## config.mk

```make
export PLATFORM = sky130hd
export DESIGN_NAME = mc_ctrl_sequencer
export DESIGN_NICKNAME = d
export VERILOG_FILES = /design/src/rtl/mc_ctrl_sequencer.sv
export SDC_FILE = /design/constraint.sdc
export NUM_CORES = 1
export LEC_CHECK = 0
export CAP_MARGIN = 0
export CORE_UTILIZATION = 40
export DETAILED_ROUTE_END_ITERATION = 10
export PLACE_DENSITY_LB_ADDON = 0.1
export SYNTH_ARGS = -nofsm -noshare
export SYNTH_HDL_FRONTEND = slang
export SYNTH_SLANG_ARGS = --single-unit
```

## constraint.sdc

```tcl
create_clock -name clk -period 1.85 [get_ports clk]
set_clock_uncertainty 0.05 [all_clocks]
set_input_delay 0.2775 -clock clk [delete_from_list [all_inputs] [get_ports clk]]
set_output_delay 0.2775 -clock clk [all_outputs]
set_load 0.02 [all_outputs]
```

## src/rtl/mc_ctrl_sequencer.sv

```systemverilog
// mc_ctrl_sequencer: central control FSM for the multi-cycle 8-bit register-file datapath
// Ports:
//   clk, rst (async, active-high)       clock and reset
//   start                               launches execution from IDLE
//   instr_valid / instr_ready, ir_load  instruction fetch handshake and IR load
//   ir_opcode, ir_func, ir_rt, ir_rd    fields of the loaded instruction register
//   dec_en, rf_read_en, alu_en, rf_we   per-stage enables
//   alu_op, alu_src_imm, rf_wsel        instruction class controls, registered in DECODE
//   result_latch, counter, done, trap   completion strobe, accepted-instruction count, status
// Macro INVALID_TRAP_EN: invalid instructions halt in TRAP instead of being skipped.
module mc_ctrl_sequencer #(
   parameter int MAX_PC = 10,
   parameter int CNT_W  = 4
) (
   input  logic             clk,
   input  logic             rst,
   input  logic             start,
   input  logic             instr_valid,
   output logic             instr_ready,
   output logic             ir_load,
   input  logic [5:0]       ir_opcode,
   input  logic [5:0]       ir_func,
   input  logic [4:0]       ir_rt,
   input  logic [4:0]       ir_rd,
   output logic             dec_en,
   output logic             rf_read_en,
   output logic             alu_en,
   output logic             alu_op,
   output logic             alu_src_imm,
   output logic             rf_we,
   output logic             rf_wsel,
   output logic             result_latch,
   output logic [CNT_W-1:0] counter,
   output logic             done,
   output logic             trap
);
   typedef enum logic [2:0] {IDLE, FETCH, DECODE, READ, EXEC, WB, DONE
`ifdef INVALID_TRAP_EN
      , TRAP
`endif
   } state_t;
   state_t state;
   logic invalid, dst_nz;
   logic is_r, is_add, is_sub, is_addi;
   assign is_r    = ir_opcode == 6'd0;
   assign is_add  = is_r && ir_func == 6'd33;
   assign is_sub  = is_r && ir_func == 6'd35;
   assign is_addi = ir_opcode == 6'd9;
   // instr_ready is a registered copy of (state == FETCH), so this is the Mealy accept
   assign ir_load = instr_ready & instr_valid;
`ifndef INVALID_TRAP_EN
   assign trap = 1'b0;
`endif
   // Stage enables are registered: each is set on the transition into its state
   always_ff @(posedge clk or posedge rst)
      if (rst) begin
         state        <= IDLE;
         counter      <= '0;
         invalid      <= 1'b0;
         dst_nz       <= 1'b0;
         instr_ready  <= 1'b0;
         dec_en       <= 1'b0;
         rf_read_en   <= 1'b0;
         alu_en       <= 1'b0;
         alu_op       <= 1'b0;
         alu_src_imm  <= 1'b0;
         rf_we        <= 1'b0;
         rf_wsel      <= 1'b0;
         result_latch <= 1'b0;
         done         <= 1'b0;
`ifdef INVALID_TRAP_EN
         trap         <= 1'b0;
`endif
      end else begin
         result_latch <= 1'b0;
         case (state)
            IDLE: if (start) begin
               state       <= FETCH;
               instr_ready <= 1'b1;
            end
            FETCH: if (instr_valid) begin
               state       <= DECODE;
               instr_ready <= 1'b0;
               dec_en      <= 1'b1;
               counter     <= counter + 1'b1;
            end
            DECODE: begin
               state       <= READ;
               dec_en      <= 1'b0;
               rf_read_en  <= 1'b1;
               invalid     <= ~(is_add | is_sub | is_addi);
               alu_op      <= is_sub;
               alu_src_imm <= is_addi;
               rf_wsel     <= is_addi;
               dst_nz      <= is_addi ? |ir_rt : |ir_rd;
            end
            READ: begin
               state      <= EXEC;
               rf_read_en <= 1'b0;
               alu_en     <= 1'b1;
            end
            EXEC: begin
               state  <= WB;
               alu_en <= 1'b0;
               rf_we  <= ~invalid & dst_nz;
            end
            WB: begin
               rf_we   <= 1'b0;
               invalid <= 1'b0;
`ifdef INVALID_TRAP_EN
               if (invalid) begin
                  state        <= TRAP;
                  trap         <= 1'b1;
                  done         <= 1'b1;
                  result_latch <= 1'b1;
               end else
`endif
               if (counter == CNT_W'(MAX_PC)) begin
                  state        <= DONE;
                  done         <= 1'b1;
                  result_latch <= 1'b1;
               end else begin
                  state       <= FETCH;
                  instr_ready <= 1'b1;
               end
            end
            default: ;
         endcase
      end
endmodule

```

; ---- Word level (Yosys, flattened, before mapping)
; Index checks and enable logic that the tools add are counted.
[word_totals]
in_bits = 26
reg_bits = 18
out_inout_bits = 16
wordCells = 67
[op_classes]
add_sub_neg = 1
n_eq_ne = 12
muxes = 17
reduce_logical = 18
bitwise_logic = 6
[op_table]
columns = op, count
row1 = 3-bit case mux with 6 select lines, 1
row2 = "6-bit == test, second input constant", 2
row3 = 1-bit case mux with 2 select lines, 5
row4 = 2-bit nonzero test, 5
row5 = 5-bit OR reduction, 2
row6 = 3-bit 2-to-1 mux, 3
row7 = 1-bit 2-to-1 mux, 7
row8 = "3-bit by 2-bit == test with 1-bit output, second input constant", 2
row9 = "3-bit == test, second input constant", 2
row10 = "6-bit by 4-bit == test with 1-bit output, second input constant", 1
row11 = 6-bit zero test, 1
row12 = "2-bit != test, second input constant", 3
row13 = 2-bit AND reduction, 3
row14 = 6-bit nonzero test, 1
row15 = "4-bit by 1-bit adder with 4-bit output, second input constant", 1
row16 = "4-bit == test, second input constant", 1
row17 = 4-bit AND reduction, 1
row18 = "3-bit by 1-bit == test with 1-bit output, second input constant", 1
row19 = 3-bit zero test, 1
row20 = 1-bit case mux with 3 select lines, 1
row21 = 3-bit AND reduction, 1
row22 = 3-bit nonzero test, 1
row23 = 1-bit bitwise AND, 2
row24 = 1-bit logical AND, 2
row25 = 2 further kinds, 4

; ---- Longest topological paths before layout
[depth]
ltp_word = 6
ltp_mapped = 6
depth_no_buf = 6

; ---- Worst setup path after synthesis
; OpenSTA, ideal clock, no wires.
[synth_path]
path_kind = register to register
startpoint = register counter[0]
endpoint = register instr_ready
t_required_ns = 1.723
slack_ns = 0.355
arrival_time_ns = 1.368
stages_incl_launch_ff = 7
path_cell_list = dfrtp_1 inv_1 ha_1 nand3b_1 nand2_1 a211o_1 a21oi_1
[synth_via]
elab_chain_cells = 3
[synth_rtl]
columns = element, line_no
row1 = from (decl), 33  ; output logic [CNT_W-1:0] counter,
row2 = from (signal assigned), 85  ; counter <= counter + 1'b1;
row3 = 4-bit == test, 118  ; if (counter == CNT_W'(MAX_PC)) begin
row4 = 2-bit != test (no line), -
row5 = 4-bit AND reduction (no line), -
row6 = to (signal assigned), 79  ; instr_ready <= 1'b1;
row7 = to (signal assigned), 83  ; instr_ready <= 1'b0;
row8 = to (signal assigned), 124  ; instr_ready <= 1'b1;
row9 = to (decl), 19  ; output logic instr_ready,
; Every way passes these cells.
; A chain may end at the register's enable or synchronous reset.

; ---- Worst setup path after layout
[layout_path]
startpoint = input instr_valid
endpoint = output ir_load
[layout_via]
elab_chain_cells = 1
[layout_rtl]
columns = element, line_no
row1 = from (decl), 18  ; input logic instr_valid,
row2 = 1-bit bitwise AND, 50  ; assign ir_load = instr_ready & instr_valid;
row3 = to (decl), 20  ; output logic ir_load,
; Every way passes these cells.

==> results.sh <==
export IMPL_wirelength_um=2050
export IMPL_yosys_area_share_simple_pct=25.2
export IMPL_cts_hold_buf=0
export IMPL_gp_congestion=0.729
export IMPL_final_antenna_net_count=0
export IMPL_cp_slowest_stage_delay_ps=600
export IMPL_timing_final_crit_share_pct=96.6
export IMPL_worst_setup_path_type="input pin to primary output"
export IMPL_initial_core_util_pct=44.2
export IMPL_synth_cells=89
export IMPL_cp_slowest_cell="clkdlybuf4s50_1"
export IMPL_grt_setup_unrepaired="false"
export IMPL_grt_max_degree=19
export IMPL_place_ws_ps=55.4
export IMPL_cts_resized=0
export IMPL_ff2ff_setup_slack_ps=330
export IMPL_cts_tree="done"
export IMPL_layout_setup_ws_ps=62.6
export IMPL_yosysTopAreaCell="dfrtp_1"
export IMPL_core_um2=2040
export IMPL_period_minus_slack_ps=1790
export IMPL_clk_insertion_delay_late_ps=290
export IMPL_cts_path_max_buffers=2
export IMPL_antenna_diode_count=0
export IMPL_required_ps=1520
export IMPL_firstDrtPassIters=3
export IMPL_dieHeight_um=49.5
export IMPL_dr_total_vias=803
export IMPL_nets=161
export IMPL_ys_ff_latch=18
export IMPL_maxCapViolCount=0
export IMPL_synth_avg_cell_area_um2=10.2
export IMPL_clock_sinks=18
export IMPL_antenna_found_initial=0
export IMPL_grt_pass1_vias=819
export IMPL_io_buffers=40
export IMPL_arrival_ps=1460
export IMPL_crit_chain="clkdlybuf4s50_1, and2_1, clkdlybuf4s50_1"
export IMPL_die_area_um2=2450
export IMPL_crit_fanout=2
export IMPL_synthTopCellsByCount="18 x dfrtp_1, 9 x nand2_1, 6 x a21oi_1"
export IMPL_critPathCaptureType="primary output"
export IMPL_final_area_um2=1370
export IMPL_post_cts_buffers=0
export IMPL_syn2layout_area_growth_pct=51.9
export IMPL_syn_num_nets=117
export IMPL_grt_pass1_wl_um=3590
export IMPL_synth_most_common_cell="dfrtp_1"
export IMPL_ios=42
export IMPL_cts_root_buf="clkbuf_4"
export IMPL_power_density_nw_per_um2=1410
export IMPL_initialDrtViolationCount=8
export IMPL_r2r_end="instr_ready$_DFFE_PP0P_"
export IMPL_max_clock_freq_ghz=0.559
export IMPL_synth_area_um2=903
export IMPL_die_x_um=49.5
export IMPL_synthMuxAreaShare_pct=0
export IMPL_wl_per_cell_um=12.9
export IMPL_hold_class="input pin to async pin"
export IMPL_hold_violations=0
export IMPL_h_tree_depth=1
export IMPL_viasPerCell=5.05
export IMPL_critPathMostFrequentCell="clkdlybuf4s50_1"
export IMPL_status="finished, final reports clean"
export IMPL_drive_above_1_share_pct=12.1
export IMPL_dpl_hpwl_um=1640
export IMPL_cts_buffers=3
export IMPL_synth_edf_count=0
export IMPL_synthArstFlopShare_pct=100
export IMPL_row_count=16
export IMPL_p_leak_nw=0.584
export IMPL_ys_warnings_count=0
export IMPL_track_usage_pct=20.1
export IMPL_synth_area_top_cells="dfrtp_1 50%, nand2_1 3.7%, a21oi_1 3.3%"
export IMPL_synth_cell_type_count=38
export IMPL_synth_compound_area_share_pct=13.3
export IMPL_clk_pin_slew_ps=100
export IMPL_ir_worst_vdd_mv=1.13
export IMPL_yosysTopAreaCellShare_pct=49.9
export IMPL_slew_violations=0
export IMPL_synth_top_family_by_area="simple AND/OR/NAND/NOR gates"
export IMPL_r2r_cells=6
export IMPL_grt_ovfl_total=0
export IMPL_drc=0
export IMPL_fin_setup_tns_ps=0
export IMPL_dpl_instance_area_um2=1340
export IMPL_synthAdderAreaFrac_pct=2.77
export IMPL_setup_viol_count_final=0
export IMPL_synthXorXnorAreaFrac_pct=2.91
export IMPL_rr_startpoint="counter[0]$_DFFE_PP0P_"
export IMPL_synth_seq_area_share_pct=49.9
export IMPL_crit_path_start_kind="input pin"
export IMPL_synthFlopType="dfrtp_1"
cells by family (layout without fill, tap and decap cells):
family | count (synthesis) | count (layout)
xor+xnor | 3 | 3
other cells | 1 | 1
flops | 18 | 18
compound gates | 18 | 18
fa+ha+maj | 2 | 2
buf+inv | 10 | 53
simple gates | 37 | 37
state kept, by name (all words and copies together), names as in the netlist:
| register | cells |
|---|---|
| counter | 4 |
| state | 3 |
| alu_en | 1 |
| alu_op | 1 |
| dec_en | 1 |
| done | 1 |
| dst_nz | 1 |
| instr_ready | 1 |
| invalid | 1 |
| result_latch | 1 |
| rf_read_en | 1 |
| rf_we | 1 |
| rf_wsel | 1 |
layout by cell type, fill, tap and decap left out, types with 2 or more instances in the layout:
master           instances
a22o_1                   2
a21oi_1                  6
nand3_1                  2
o21ai_0                  3
nand2b_1                 2
inv_1                    4
clkbuf_4                 3
nor3_1                   4
xnor2_1                  3
or2_1                    2
clkdlybuf4s50_1         40
ha_1                     2
buf_4                    4
nand2_1                  9
dfrtp_1                 18
nor2_1                   5
critical path, delay by kind of cell:
kind                   cells  cell delay, ps
buffers and inverters      2            1070
and+or+nand+nor            1             120
how the worst max path moves through the flow:
stage / depth (start not counted) / from / slack (ps) / endpoint
6_report: 3 / instr_valid / 60 / ir_load
2_1_floorplan: 6 / counter[0]$_DFFE_PP0P_ / 350 / instr_ready$_DFFE_PP0P_
3_5_place_dp: 3 / instr_valid / 60 / ir_load
3_3_place_gp: 3 / instr_valid / 70 / ir_load
4_1_cts: 3 / instr_valid / 60 / ir_load
5_1_grt: 3 / instr_valid / 6 / ir_load
through the flow:
step / cells / hold WS, ps / total power, W / utilization [%]
after floorplan: 89 / 166 / 0.00130 / -
after global placement: 155 / 399 / 0.00167 / 65.4
after detailed placement: 155 / 414 / 0.00171 / 65.4
after CTS: 159 / 229 / 0.00196 / 67.2
after global routing: 159 / 250 / 0.00209 / 67.2
final: 159 / 232 / 0.00194 / 67.2
area by class of cell:
type	count	area [µm²]
multi-input combinational	61	403
sequential	18	450
fill	170	669
inverter	5	18.8
clock buffer	4	36.3
tap	27	33.8
timing repair buffer	44	430
power by group:
part	leakage, nW	switching [W]	internal (W)	total, W
sequential	0.222	0.000153	0.000562	0.000715
clock	0.0210	0.000121	0.000120	0.000241
combinational	0.340	0.000488	0.000491	0.000979
total	0.584	0.000763	0.00117	0.00194
layer usage:
metal	vias to the layer above	global-route usage, %	share of wire (%)
li1	392	-	-
met5	-	0	0
met1	384	23.1	42
met3	4	5.56	3.7
met2	23	34.5	53
met4	0	8.57	1.7
Power figures use the tool's default switching activity.
